$ cat src/rtl/rns_9_8_7_pkg.sv
// Shared constants and bundles for the 9/8/7 residue number system blocks.
// Range checking is enabled in the top block by BIN_TO_RNS_RANGE_CHECK_EN.
package rns_9_8_7_pkg;

  localparam int M1    = 9;
  localparam int M2    = 8;
  localparam int M3    = 7;
  localparam int RANGE = M1 * M2 * M3;

  localparam int W1 = 4;
  localparam int W2 = 3;
  localparam int W3 = 3;
  localparam int WX = 9;

  localparam int WS9 = 7;
  localparam int WS7 = 5;

  typedef struct packed {
    logic [WS9-1:0] s9;
    logic [WS7-1:0] s7;
    logic [W2-1:0]  r2;
  } fold_t;

  typedef struct packed {
    logic [W1-1:0] r1;
    logic [W2-1:0] r2;
    logic [W3-1:0] r3;
  } rns_triple_t;

endpackage

$ cat src/rtl/rns_fold_reduce.sv
// Final reduction of a partially folded value for one modulus M.
// Needs 2^K mod M == 1 so the upper part adds straight onto the lower.
module rns_fold_reduce #(
  parameter int M    = 9,
  parameter int WI   = 7,
  parameter int K    = 6,
  parameter int WO   = 4,
  parameter int NSUB = 7
) (
  input  logic [WI-1:0] s_in,
  output logic [WO-1:0] r_out
);

  localparam int WF = K + 1;

  logic [WF-1:0] f;

  // All candidate subtractions are compared in parallel; the largest
  // multiple of M not exceeding f selects the result.
  always_comb begin
    f     = WF'(s_in[WI-1:K]) + WF'(s_in[K-1:0]);
    r_out = WO'(f);
    for (int i = 1; i <= NSUB; i++) begin
      if (f >= WF'(i * M)) begin
        r_out = WO'(f - WF'(i * M));
      end
    end
  end

endmodule

$ cat src/rtl/bin_to_rns_9_8_7.sv
// Two-stage elastic binary to residue (mod 9, 8, 7) converter.
// Optional range_err_out port under BIN_TO_RNS_RANGE_CHECK_EN.
module bin_to_rns_9_8_7
  import rns_9_8_7_pkg::*;
(
  input  logic          clk_in,
  input  logic          rst_n_in,
  input  logic [WX-1:0] x_in,
  input  logic          valid_in,
  output logic          ready_out,
  output logic [W1-1:0] r1_out,
  output logic [W2-1:0] r2_out,
  output logic [W3-1:0] r3_out,
  output logic          valid_out,
  input  logic          ready_in
`ifdef BIN_TO_RNS_RANGE_CHECK_EN
  ,
  output logic          range_err_out
`endif
);

  logic        v1_q, v1_d;
  logic        v2_q, v2_d;
  fold_t       fold_q, fold_d;
  rns_triple_t res_q, res_d;
  logic        en1, en2;
  logic [W1-1:0] red9;
  logic [W3-1:0] red7;

  assign en2       = ~v2_q | ready_in;
  assign en1       = ~v1_q | en2;
  assign ready_out = en1;

  rns_fold_reduce #(
    .M    (M1),
    .WI   (WS9),
    .K    (6),
    .WO   (W1),
    .NSUB (7)
  ) u_red9 (
    .s_in  (fold_q.s9),
    .r_out (red9)
  );

  rns_fold_reduce #(
    .M    (M3),
    .WI   (WS7),
    .K    (3),
    .WO   (W3),
    .NSUB (1)
  ) u_red7 (
    .s_in  (fold_q.s7),
    .r_out (red7)
  );

  always_comb begin
    v1_d   = v1_q;
    v2_d   = v2_q;
    fold_d = fold_q;
    res_d  = res_q;
    if (en1) begin
      v1_d      = valid_in;
      fold_d.s9 = WS9'(x_in[8:6]) + WS9'(x_in[5:0]);
      fold_d.s7 = WS7'(x_in[8:6]) + WS7'(x_in[5:3])
                + WS7'(x_in[2:0]);
      fold_d.r2 = x_in[2:0];
    end
    if (en2) begin
      v2_d     = v1_q;
      res_d.r1 = red9;
      res_d.r2 = fold_q.r2;
      res_d.r3 = red7;
    end
  end

  always_ff @(posedge clk_in or negedge rst_n_in) begin
    if (!rst_n_in) begin
      v1_q   <= 1'b0;
      v2_q   <= 1'b0;
      fold_q <= '0;
      res_q  <= '0;
    end else begin
      v1_q   <= v1_d;
      v2_q   <= v2_d;
      fold_q <= fold_d;
      res_q  <= res_d;
    end
  end

  assign r1_out    = res_q.r1;
  assign r2_out    = res_q.r2;
  assign r3_out    = res_q.r3;
  assign valid_out = v2_q;

`ifdef BIN_TO_RNS_RANGE_CHECK_EN
  logic err1_q, err1_d;
  logic err2_q, err2_d;

  always_comb begin
    err1_d = err1_q;
    err2_d = err2_q;
    if (en1) err1_d = (32'(x_in) >= RANGE);
    if (en2) err2_d = err1_q;
  end

  always_ff @(posedge clk_in or negedge rst_n_in) begin
    if (!rst_n_in) begin
      err1_q <= 1'b0;
      err2_q <= 1'b0;
    end else begin
      err1_q <= err1_d;
      err2_q <= err2_d;
    end
  end

  assign range_err_out = err2_q;
`endif

endmodule

$ cat config.mk
export PLATFORM = sky130hd
export DESIGN_NAME = bin_to_rns_9_8_7
export DESIGN_NICKNAME = d
export VERILOG_FILES = /design/src/rtl/rns_9_8_7_pkg.sv /design/src/rtl/rns_fold_reduce.sv /design/src/rtl/bin_to_rns_9_8_7.sv
export SDC_FILE = /design/constraint.sdc
export NUM_CORES = 1
export LEC_CHECK = 0
export CORE_MARGIN = 2
export CORE_UTILIZATION = 45
export CTS_CLUSTER_SIZE = 20
export DETAILED_ROUTE_END_ITERATION = 8
export HOLD_SLACK_MARGIN = 0.15
export PLACE_DENSITY = 0.74
export SYNTH_ARGS = -nofsm -noshare
export SYNTH_HDL_FRONTEND = slang
export SYNTH_SLANG_ARGS = --single-unit
$ cat constraint.sdc
create_clock -name clk_in -period 5.1 [get_ports clk_in]
set_input_delay 0.51 -clock clk_in [delete_from_list [all_inputs] [get_ports clk_in]]
set_output_delay 0.51 -clock clk_in [all_outputs]
set_load 0.1 [all_outputs]
==> impl_metrics.toml <==
[critical_path]
r2r-start = "fold_q[8]"
critPathKind = "reg2reg"
crit_path_start_kind = "flop"
cp_top_family = "simple AND/OR/NAND/NOR gates"
cp_cell_sequence = "ha_1 -> ha_1 -> xnor2_4 -> ha_1 -> nand2_1 -> and3_1 -> a211oi_2 -> nor3_2 -> or3b_1 -> a31oi_1 -> o31ai_1"
cp_slowest_cell = "dfrtp_1"
cp_data_required_time_ns = 5.26
worstReg2RegEnd = "r1_out[1]"
max_stage_delay_ns = 0.39
path_common_cell = "ha_1"
reg2reg_slack_ns = 1.98
rr_worst_depth = 11
crit_buf_inv = 0
cp-end-kind = "flop"
crit_arrival_ns = 3.28
path_max_fanout = 9

[global_routing]
grt_max_degree = 28
antenna_found_initial = 0
gr-total-overflow = 0
grt_pass1_wl_mm = 8.956
grt_pass1_vias = 1846
grt_use_total_pct = 18.64

[hold_path]
hp-class = "reg2reg"
hold_path_depth = 2
min_to = "r2_out[2]"
min_from = "r2_out[2]"

[logic_synthesis]
synth_area_mm2 = 0.002379
ys_warn_count = 0
ys_seq_elements = 27
synthCells = 264
yosysSeqAreaShare_pct = 28.41
netlist-cell-type-count = 54
synth_area_per_cell_um2 = 9.010
syn_nets = 302

[finish]
multiInputGateArea_mm2 = 0.001559
num_antenna_cells = 0
layout.nets = 321
area_growth_pct = 13.05
final_common_cell = "nand2_1"
seq_area_um2 = 675.6
final_cells = 352
drive_gt1_share_pct = 9.220
final_cell_mix = "29 x nand2_1, 27 x dfrtp_1, 24 x clkdlybuf4s50_1, 21 x nor2_1, 21 x a21oi_1"
fillCellCount = 485

[clocking]
cts.repair.resized = 0
cts_root_buf = "clkbuf_8"
clk_latency_ns = 0.27
post-cts-setup-buffers = 0
tritoncts = "yes"
cts_buffer_depth = 2
htreeDepth = 1
cts_made_buffers = 3
clkTransAtPathRegs_ns = 0.09
clock-sinks = 27
ctsHoldBuffers = 0

[timing]
rsz0062_at_grt = "false"
skew_ns = 0.001907
slew_violations = 0
max_slew_margin_pct = 34.08
fmax_ghz = 0.3200
worst_slew_pin_slew_ns = 0.9857
tns_ns = 0
fin_crit_ns = 3.125
finalHoldViolCount = 0
setup_violations = 0
period_share_pct = 61.27

[power]
pwr-share-seq_pct = 27.1
power_density_mw_per_mm2 = 432.5
ir_drop_mv = 0.3112
switching_share_pct = 52.09
power.switching_w = 0.0006058
p_leak_nw = 1.136
clkPwrFrac_pct = 10.5
pwr-share-comb_pct = 62.4
intPower_w = 0.0005571

[route]
drt_first_pass_iters = 5
routed_wl_mm = 5.245
route.detailed.drc = 0
viasPerCell = 5.517
routed-via-count = 1942
wl_per_cell_um = 14.90
ant_nets = 0
drt_iter0_drc = 137

[floorplanning]
die_x_um = 76.70
io_pins = 25
rows = 26
die_area_mm2 = 0.005883
die_h_um = 76.70
initial_core_util_pct = 46.57
coreArea_mm2 = 0.005107

[outcome]
run_status = "finished clean"

[placed_design]
io_buffers = 24
dp_hpwl_mm = 3.994
post-place-cells = 348
routabilityCongestion = 0.9487

[job]
cap_violations = 0
synthesized netlist by cell type (all sizes together):
master	count	area, um^2
nand2	29	108.9
dfrtp	27	675.7
nor2	22	85.09
a21oi	21	105.1
o21ai	20	100.1
ha	19	237.7
inv	15	58.81
xnor2	11	141.4
nand3	10	55.05
a31oi	7	43.79
buf	7	62.56
mux2	7	78.82
clkbuf	6	22.52
fa	6	120.1
and3	5	36.28
nor3	5	30.03
xor2	5	62.56
mux2i	4	40.04
nand2b	4	25.02
nor2b	4	25.02
a211oi	3	32.53
a21o	3	22.52
a211o	2	17.52
a221oi	2	17.52
nand4	2	12.51
o211ai	2	15.01
o221ai	2	17.52
o311ai	2	25.03
o31ai	2	15.01
a2111oi	1	15.01
a21boi	1	7.510
a221o	1	10.01
a32o	1	10.01
a41oi	1	8.760
and2	1	6.260
and4b	1	10.01
nor4	1	6.260
o22ai	1	6.260
or3b	1	8.760
metal layers:
| metal | global-route usage, % | share of wire (%) | vias to the layer above |
|---|---|---|---|
| li1 | - | - | 966 |
| met1 | 26.79 | 49 | 914 |
| met2 | 30.00 | 45 | 58 |
| met3 | 2.824 | 4.8 | 4 |
| met4 | 3.636 | 0.84 | 0 |
| met5 | 0 | 0 | - |
worst reg2reg max path: stages (launching register included):
cell and delay (ns):
dfrtp_1 0.39, ha_1 0.23, ha_1 0.34, xnor2_4 0.39, ha_1 0.25, nand2_1 0.09, and3_1 0.23, a211oi_2 0.34
nor3_2 0.12, or3b_1 0.39, a31oi_1 0.17, o31ai_1 0.09
flip-flops by register name, indices dropped and copies added, names as in the netlist:
| register | flops |
|---|---|
| fold_q | 15 |
| r1_out | 4 |
| r2_out | 3 |
| r3_out | 3 |
| v1_q | 1 |
| valid_out | 1 |
power groups by stage:
stage / Clock (W) / Combinational, W / Sequential [W]
after global routing: 0.000133 / 0.000776 / 0.000327
after CTS: 0.000125 / 0.000722 / 0.000317
final: 0.000122 / 0.000726 / 0.000316
after detailed placement: 0 / 0.000719 / 0.000321
after floorplan: 0 / 0.000354 / 0.000528
after global placement: 0 / 0.000712 / 0.000318
worst max path at each step:
stage / start / endpoint / slack [ns] / depth (start not counted)
floorplan: fold_q[8] / r1_out[1] / 2.26 / 12
global placement: fold_q[8] / r1_out[1] / 2.07 / 11
detailed placement: fold_q[8] / r1_out[1] / 2.02 / 11
CTS: fold_q[8] / r1_out[1] / 2.00 / 11
global route: fold_q[8] / r1_out[1] / 1.78 / 11
finish: fold_q[8] / r1_out[1] / 1.98 / 11
area by class of cell:
| cell class | instances | share of cell area, % |
|---|---|---|
| inverters | 15 | 2.187 |
| multi-input cells | 209 | 57.98 |
| well taps | 70 | 3.257 |
| clock buffers | 4 | 1.675 |
| flip-flops and latches | 27 | 25.13 |
| repair buffers | 27 | 9.772 |
per-stage QoR:
step                      worst slack, ns  hold slack, ns  instance area [um^2]   power, W  util (%)
after floorplan                     2.264          0.2144                  2379  0.0008819         -
after global placement              2.067          0.4566                  2644   0.001030     51.76
after detailed placement            2.016          0.4633                  2644   0.001040     51.76
after CTS                           2.000          0.4846                  2689   0.001164     52.65
after global routing                1.782          0.5001                  2689   0.001237     52.65
final                               1.975          0.4822                  2689   0.001163     52.65
logic make-up after synthesis:
| logic type | after synthesis | share of synthesized area, % |
|---|---|---|
| adders and majority gates | 25 | 15.04 |
| buffers and inverters | 28 | 6.050 |
| AOI/OAI and AO/OA | 72 | 19.73 |
| DFF | 27 | 28.41 |
| and+or+nand+nor | 85 | 17.20 |
| xor gates and xnor gates | 16 | 8.575 |
| muxes | 11 | 4.997 |
Power figures use the tool's default switching activity.
